$ cat config.mk
export PLATFORM = sky130hd
export DESIGN_NAME = ofs_pipe_reg_bank
export DESIGN_NICKNAME = d
export VERILOG_FILES = /design/src/rtl/ofs_pipe_reg_bank.sv
export SDC_FILE = /design/constraint.sdc
export NUM_CORES = 1
export LEC_CHECK = 0
export ABC_AREA = 1
export ABC_CLOCK_PERIOD_IN_PS = 900
export CELL_PAD_IN_SITES_DETAIL_PLACEMENT = 1
export CELL_PAD_IN_SITES_GLOBAL_PLACEMENT = 1
export CORE_AREA = 2 2 53 55
export CTS_CLUSTER_DIAMETER = 60
export CTS_CLUSTER_SIZE = 16
export DETAILED_ROUTE_END_ITERATION = 16
export DIE_AREA = 0 0 55 57
export GPL_ROUTABILITY_DRIVEN = 1
export PLACE_DENSITY = 0.75
export SLEW_MARGIN = 10
export SYNTH_ARGS = -nofsm -noshare
export SYNTH_HDL_FRONTEND = slang
export SYNTH_SLANG_ARGS = --single-unit
$ cat constraint.sdc
create_clock -name SCLK -period 0.9 [get_ports SCLK]
set_input_delay 0.09 -clock SCLK [delete_from_list [all_inputs] [get_ports SCLK]]
set_output_delay 0.09 -clock SCLK [all_outputs]
set_load 0.01 [all_outputs]
$ cat src/rtl/ofs_pipe_reg_bank.sv
//------------------------------------------------------------------------------
// Module      : ofs_pipe_reg_bank
// Description : WIDTH-bit, DEPTH-stage clock-enabled output register pipeline
//               with per-bit reset value, synchronous local set/reset,
//               valid-tracking shift chain and flush. Keeps data and its
//               qualifier aligned on the way to the output pads.
// Revision    : 1.0 - initial release
//------------------------------------------------------------------------------
`timescale 1ns/1ps
`default_nettype none

module ofs_pipe_reg_bank #(
  parameter int                WIDTH   = 8,
  parameter int                DEPTH   = 2,
  parameter logic [WIDTH-1:0]  INIT    = {WIDTH{1'b1}},
  parameter string             LSRMODE = "CE_GATED"
) (
  input  logic             SCLK,
  input  logic             GSRN,
  input  logic             SP,
  input  logic             LSR,
  input  logic             FLUSH,
  input  logic [WIDTH-1:0] D,
  input  logic             DV,
  output logic [WIDTH-1:0] Q,
  output logic             QV,
  output logic             BUSY
);

  // "DIRECT" lets LSR act without the clock enable; otherwise it is gated by SP
  localparam bit c_lsr_direct = (LSRMODE == "DIRECT");

  logic [WIDTH-1:0] data_q [DEPTH];
  logic [WIDTH-1:0] data_d [DEPTH];
  logic [DEPTH-1:0] vld_q;
  logic [DEPTH-1:0] vld_d;
  logic             lsr_hit;

  assign lsr_hit = LSR & (c_lsr_direct | SP);

  // Next-state: LSR beats FLUSH; FLUSH clears valids but lets data shift on SP
  always_comb begin
    data_d = data_q;
    vld_d  = vld_q;
    if (lsr_hit) begin
      for (int k = 0; k < DEPTH; k++) begin
        data_d[k] = INIT;
      end
      vld_d = '0;
    end else begin
      if (SP) begin
        data_d[0] = D;
        vld_d[0]  = DV;
        for (int k = 1; k < DEPTH; k++) begin
          data_d[k] = data_q[k-1];
          vld_d[k]  = vld_q[k-1];
        end
      end
      if (FLUSH) begin
        vld_d = '0;
      end
    end
  end

  // State registers; GSRN clears everything without needing a clock edge
  always_ff @(posedge SCLK or negedge GSRN) begin
    if (!GSRN) begin
      for (int k = 0; k < DEPTH; k++) begin
        data_q[k] <= INIT;
      end
      vld_q <= '0;
    end else begin
      for (int k = 0; k < DEPTH; k++) begin
        data_q[k] <= data_d[k];
      end
      vld_q <= vld_d;
    end
  end

  // Outputs come straight from state, so no input-to-output combinational path
  assign Q    = data_q[DEPTH-1];
  assign QV   = vld_q[DEPTH-1];
  assign BUSY = |vld_q;

endmodule

`default_nettype wire

# Word level (Yosys, flattened, before mapping)
# Cells that the tools add are included.
# op_classes
n_bitwise	1
mux	5
reduce_logical	3
# ops
cell	n
$mux 16	2
$mux 2	3
$reduce_bool 3->1	1
$reduce_bool 2->1	1
$reduce_or 2->1	1
$and 1x1->1	1
# word_totals
output_inout_bits	10
wordCells	12
register_bits	18
in_bits	14

# Logic depth before layout (Yosys ltp)
# logic_depth
word_depth	3
ltp_mapped	5
mapped_depth_nobuf	4

# Least setup slack after synthesis
# Ideal clock, no wire load.
# synth_path
path_kind	register to output
from	register vld_q[1]
to	output BUSY
path_buffers	0
arrival_time_ns	0.726
required_time_ns	0.810
stages_incl_launch_ff	2
slack_ns	0.084
path_cell_list	dfrtp_1 -> or2_2
# synth_between
elab_chain_cells	1
# synth_lines
item	line	rtl
from (decl)	35	logic [DEPTH-1:0] vld_q;
from (signal assigned)	76	vld_q <= vld_d;
$reduce_or 2->1	83	assign BUSY = |vld_q;
to (decl)	27	output logic BUSY
# Every way passes these cells.

# Worst setup path in the final report
# layout_path
from	register vld_q[0]
to	output BUSY
# The elaborated chain is that of the path after synthesis.

==> impl_metrics.yaml <==
yosys:
  yosysMostFrequentCell: "nand2_1"
  synth_compound_area_frac: 0
  async_reset_ff_frac: 1.00
  synthMuxAreaShare: 0
  syn-num-nets: 107
  syn_avg_cell_area_um2: 8.85
  yosys.area.top_type: "dfstp_2"
  synth.distinct_cells: 9
  synth_fa_ha_area_frac: 0
  synth_top_family_by_area: "simple AND/OR/NAND/NOR gates"
  yosysSeqAreaShare: 0.571
  yosys.area_share.simple: 0.301
  synth_top_area_frac: 0.511
  synth_ff_type: "dfstp_2"
  yosys-top-cells-count: "nand2_1, dfstp_2, nand3_1"
  synthCells: 93
  synth_edf_count: 0
  synth.area.top_cells: "dfstp_2, nand2_1, buf_4"
  syn_area_um2: 823
  ys_ff_latch: 18
  post_synth_xor_area_fraction: 0
  ys_warn_count: 0
grt:
  grtUsageTotal: 0.132
  grt_overflow: 0
  grt_antenna_before_repair: 0
  grt_max_degree: 19
  grt_pass1_vias: 730
  grt_pass1_wl_um: 3040
detailed_routing:
  detail_route.iter0.violations: 4
  dr.pass1.iters: 3
  ant_nets: 0
  wire_per_inst_um: 12.0
  viasPerCell: 4.56
  drc: 0
  routed_wl_um: 1770
  vias: 675
worst_setup_path:
  cp-start-kind: "flip-flop"
  timing.rr.end: "vld_q[1]"
  cp-endpoint: "BUSY"
  crit_start: "vld_q[0]"
  r2r_cells: 5
  reg2reg_slack_ns: 0.08
  critical_path_required_ns: 0.81
  critPathArrivalTime_ns: 1.04
  cp-end-kind: "output port"
  critPathKind: "flip-flop to output port"
  r2r-start: "vld_q[0]"
  cp_max_fo: 2
power_and_ir_drop:
  clock_power_share: 0.265
  swShare: 0.242
  leakagePower_uw: 0.000559
  ir_drop_uv: 742
  powerDensity_nw_per_um2: 1610
  p_seq_frac: 0.539
  internal-power_uw: 1390
  netSwitchingPower_uw: 444
  combPwrFrac: 0.196
cts:
  clk_pin_slew_ns: 0.10
  postCtsHoldBufs: 0
  tritoncts: "yes"
  clock-sinks: 18
  clock_latency_ns: 0.29
  cts_made_buffers: 3
  cts.path.max_buffers: 2
  cts_root_buf: "clkbuf_4"
  cts_max_level: 1
timing:
  min_period_ns: 1.13
  finalHoldViolations: 0
  finalSetupTns_ns: -1.34
  fmax_mhz: 886
  period_share: 1.25
  fin_ws_ns: -0.229
  slew_viol_final: 0
  skew_ns: 0.00598
  finalSetupViolations: 10
  max-slew-margin-rel: 0.868
  worst_pin_slew_ns: 0.198
  rsz0062_at_grt: "yes"
run_status:
  violations: "setup timing"
  outcome: "finished with violations"
place:
  hpwl_um: 1250
  gp_congestion: 0.656
  portBuffers: 23
die:
  coreArea_um2: 2620
  die_w_um: 55
  initial_core_util: 0.315
  io_pins: 24
  dieArea_um2: 3140
  die_h_um: 57
  rows: 19
layout:
  fin_util: 0.436
  diodes: 0
  nets: 132
  drive_gt1_frac: 0.350
  syn_to_final_growth_pct: 38.4
job:
  maxCapViolCount: 0
worst_hold_path:
  holdCritPathClass: "primary input to asynchronous set/reset pin"
## worst min path at each step
stage / from / to / slack [ns] / cells past startpoint
4_1_cts: GSRN / vld_q[0] / 0.13 / 2
6_report: GSRN / vld_q[0] / 0.14 / 2
5_1_grt: GSRN / vld_q[0] / 0.12 / 2
3_5_place_dp: GSRN / vld_q[0] / 0.45 / 2
2_1_floorplan: GSRN / vld_q[0] / -0.21 / 0
3_3_place_gp: GSRN / vld_q[1] / 0.45 / 2
## cell type report
class                   instances  area (um^2)
multi-input cells              60          250
repair buffers                 32          329
flip-flops and latches         18          470
well taps                      31         38.8
inverters                       3         15.0
clock buffers                   4         36.3
fillers                       319         1480
## metal layers
layer / track usage / vias to the layer above / share of wire
met5: 0 / - / 0
met4: 0.0523 / 0 / 0.0068
met3: 0.0288 / 2 / 0.059
met2: 0.223 / 17 / 0.53
met1: 0.160 / 329 / 0.40
li1: - / 327 / -
## power groups by stage
stage | registers, uW | logic (uW) | clock network, uW
floorplan | 985 | 206 | 0
global placement | 992 | 337 | 0
detailed placement | 996 | 347 | 0
CTS | 993 | 370 | 516
global route | 1000 | 406 | 551
finish | 991 | 361 | 487
## worst max-delay path: stages (launching register included)
cell,delay [ns]
dfrtp_1,0.39
or2_4,0.25
buf_6,0.12
## registers in the layout, indices dropped and copies added (netlist names)
name    flops
Q           8
data_q      8
vld_q       2
## per-stage QoR
stage	std cells	area [um^2]	setup WS [ns]	total power [uW]	hold WS [ns]
after floorplan	93	823	0.0835	1190	-0.206
after global placement	141	1060	-0.305	1330	0.447
after detailed placement	141	1060	-0.325	1340	0.446
after CTS	148	1140	-0.250	1880	0.125
after global routing	148	1140	-0.279	1960	0.123
final	148	1140	-0.229	1840	0.139
## cell usage in the layout (no fill, tap or decap)
| cell | n |
|---|---|
| buf_4 | 7 |
| buf_12 | 1 |
| nor2_1 | 2 |
| nand2_1 | 41 |
| clkbuf_4 | 3 |
| inv_1 | 2 |
| buf_6 | 11 |
| or2_4 | 1 |
| nand3_1 | 16 |
| clkinvlp_4 | 1 |
| dlymetal6s2s_1 | 1 |
| clkdlybuf4s50_1 | 12 |
| dfstp_2 | 16 |
| clkbuf_8 | 1 |
| dfrtp_1 | 2 |
## cell families after synthesis
kind of cell / after synthesis
and+or+nand+nor: 60
DFF: 18
buffers and inverters: 15
## timing repair
| item | in CTS | in global routing |
|---|---|---|
| cloned | 0 | 0 |
| buffers inserted | 3 | 0 |
| setup endpoints to repair | 17 | 22 |
| gates resized for setup | 53 | 1 |
| pin swaps | 1 | 0 |
No activity file was read; power rests on OpenSTA's default activity.
==> RTL change: new RTL, config.mk and constraints unchanged <==
`WIDTH`: 8 -> 6.
--- a/src/rtl/ofs_pipe_reg_bank.sv
+++ b/src/rtl/ofs_pipe_reg_bank.sv
@@ -12,3 +12,3 @@
 module ofs_pipe_reg_bank #(
-  parameter int                WIDTH   = 8,
+  parameter int                WIDTH   = 6,
   parameter int                DEPTH   = 2,
Ports: changed (resized D and Q); port bits go from 24 to 20. The function was not compared with the original's and may differ.
==> RTL change against the unedited design <==
Clock power shrank 6.8%. Design area fell by 20%. Wire length decreased by 23%. Total power decreased by 18%. Synthesized area shrank 19%. The flow still finishes with violations (negative setup slack). Setup slack gained 0.0071 ns. Sequential cell count shrank 4. Clock skew decreased by 0.0051 ns.
==> RTL change: results (changes against the unedited design) <==
| Metric | Value |
|---|---|
| Critical path's largest stage delay | 0.39 ns (about the same) |
| Distinct cell type count after synthesis | 11 (was 9) |
| Post-synthesis sequential area ratio | 55.1% (was 57.1%) |
| Failing checks | negative setup slack (unchanged) |
| Setup tns final | -0.996 ns (was -1.34 ns) |
| Largest net degree at the start of global routing | 15 (was 19) |
| Detailed Route WL | 1.37 mm (was 1.77 mm) |
| Status | complete, but fails checks (unchanged) |
| # setup viols final | 8 (was 10) |
| Dpl hpwl | 1.04 mm (was 1.25 mm) |
| DP Area | 848 µm² (was 1060 µm²) |
| Cell count of the worst reg-to-reg path | 3 (was 5) |
| Post-synth top cells | 32 x nand2_1, 12 x dfstp_2, 12 x nand3_1 (was 41 x nand2_1, 16 x dfstp_2, 16 x nand3_1) |
| Root Driver | clkbuf_4 (unchanged) |
| Switching Fraction | 24.3% (was 24.2%) |
| Placer's final routability congestion estimate | 0.752 (was 0.656) |
| Post-route setup slack | -0.221 ns (was -0.229 ns) |
| First-pass GRT wire length | 2.26 mm (was 3.04 mm) |
| Synthesized Nets | 87 (was 107) |
| Worst Skew | 0.000908 ns (was 0.00598 ns) |
| Port buffer count | 19 (was 23) |
| Fill cell count | 325 (was 319) |
| Synthesized area per cell | 8.84 µm² (was 8.85 µm²) |
| Slew @ Worst Pin | 0.259 ns (was 0.198 ns) |
| Register area | 365 µm² (was 470 µm²) |
| RR Startpoint | Q[0]$_DFFE_PN1P_ (was vld_q[0]$_DFFE_PN0P_) |
| GRT Util Overall | 10.4% (was 13.2%) |
| Leakage | 0.454 nW (was 0.559 nW) |
| Vias in the first global route | 517 (was 730) |
| DR pass1 iterations | 2 (was 3) |
| Pre-CTS setup slack | -0.318 ns (was -0.325 ns) |
| Worst reg2reg endpoint | Q[0]$_DFFE_PN1P_ (was vld_q[1]$_DFFE_PN0P_) |
| Largest cells by area after synthesis | dfstp_2 48%, nand2_1 18%, nand3_1 9.1% (was dfstp_2 51%, nand2_1 19%, buf_4 10%) |
| Total number of vias | 525 (was 675) |
| Fin nets | 107 (was 132) |
| Layout Cells excl Fill | 125 (was 148) |
RTL change: per-layer routing:
metal / vias to the layer above / wire, µm / GRT usage, %
li1: 266 / - / -
met1: 244 / 600 / 12.3
met2: 13 / 668 / 15.8
met3: 2 / 60 / 2.36
met4: 0 / 40 / 8.36
met5: - / 0 / 0
RTL change: logic make-up (layout without fill, tap and decap cells):
family	after synthesis	count (layout)	synth area share (%)
simple gates	48	48	30.2
buf+inv	13	32	14.7
flops	14	14	55.1
RTL change: what timing repair did:
item,in CTS,in global routing
gates resized for setup,41,3
setup buffers,2,1
endpoints found under the setup margin,8,16
endpoints found under the hold margin,0,0
pin swaps,1,3
RTL change: cell type report:
type                            instances  area share, %
Sequential cell                        14           39.8
Timing Repair Buffer                   25           28.4
Multi-Input combinational cell         48           22.4
Tap cell                               31           4.23
Clock buffer                            4           3.96
Inverter                                3           1.23
RTL change: worst min-delay path by stage:
| stage | depth (start not counted) | slack (ns) | endpoint |
|---|---|---|---|
| detailed placement | 2 | 0.43 | vld_q[0]$_DFFE_PN0P_ |
| floorplan | 0 | -0.21 | vld_q[0]$_DFFE_PN0P_ |
| global placement | 2 | 0.43 | vld_q[1]$_DFFE_PN0P_ |
| CTS | 2 | 0.12 | vld_q[0]$_DFFE_PN0P_ |
| global route | 2 | 0.11 | vld_q[0]$_DFFE_PN0P_ |
| finish | 2 | 0.13 | vld_q[0]$_DFFE_PN0P_ |
RTL change: power by group through the flow:
stage | clock network (mW) | logic [mW] | registers [mW]
after floorplan | 0 | 0.167 | 0.762
after global routing | 0.509 | 0.314 | 0.778
after CTS | 0.476 | 0.288 | 0.770
final | 0.454 | 0.282 | 0.768
after global placement | 0 | 0.263 | 0.769
after detailed placement | 0 | 0.270 | 0.773
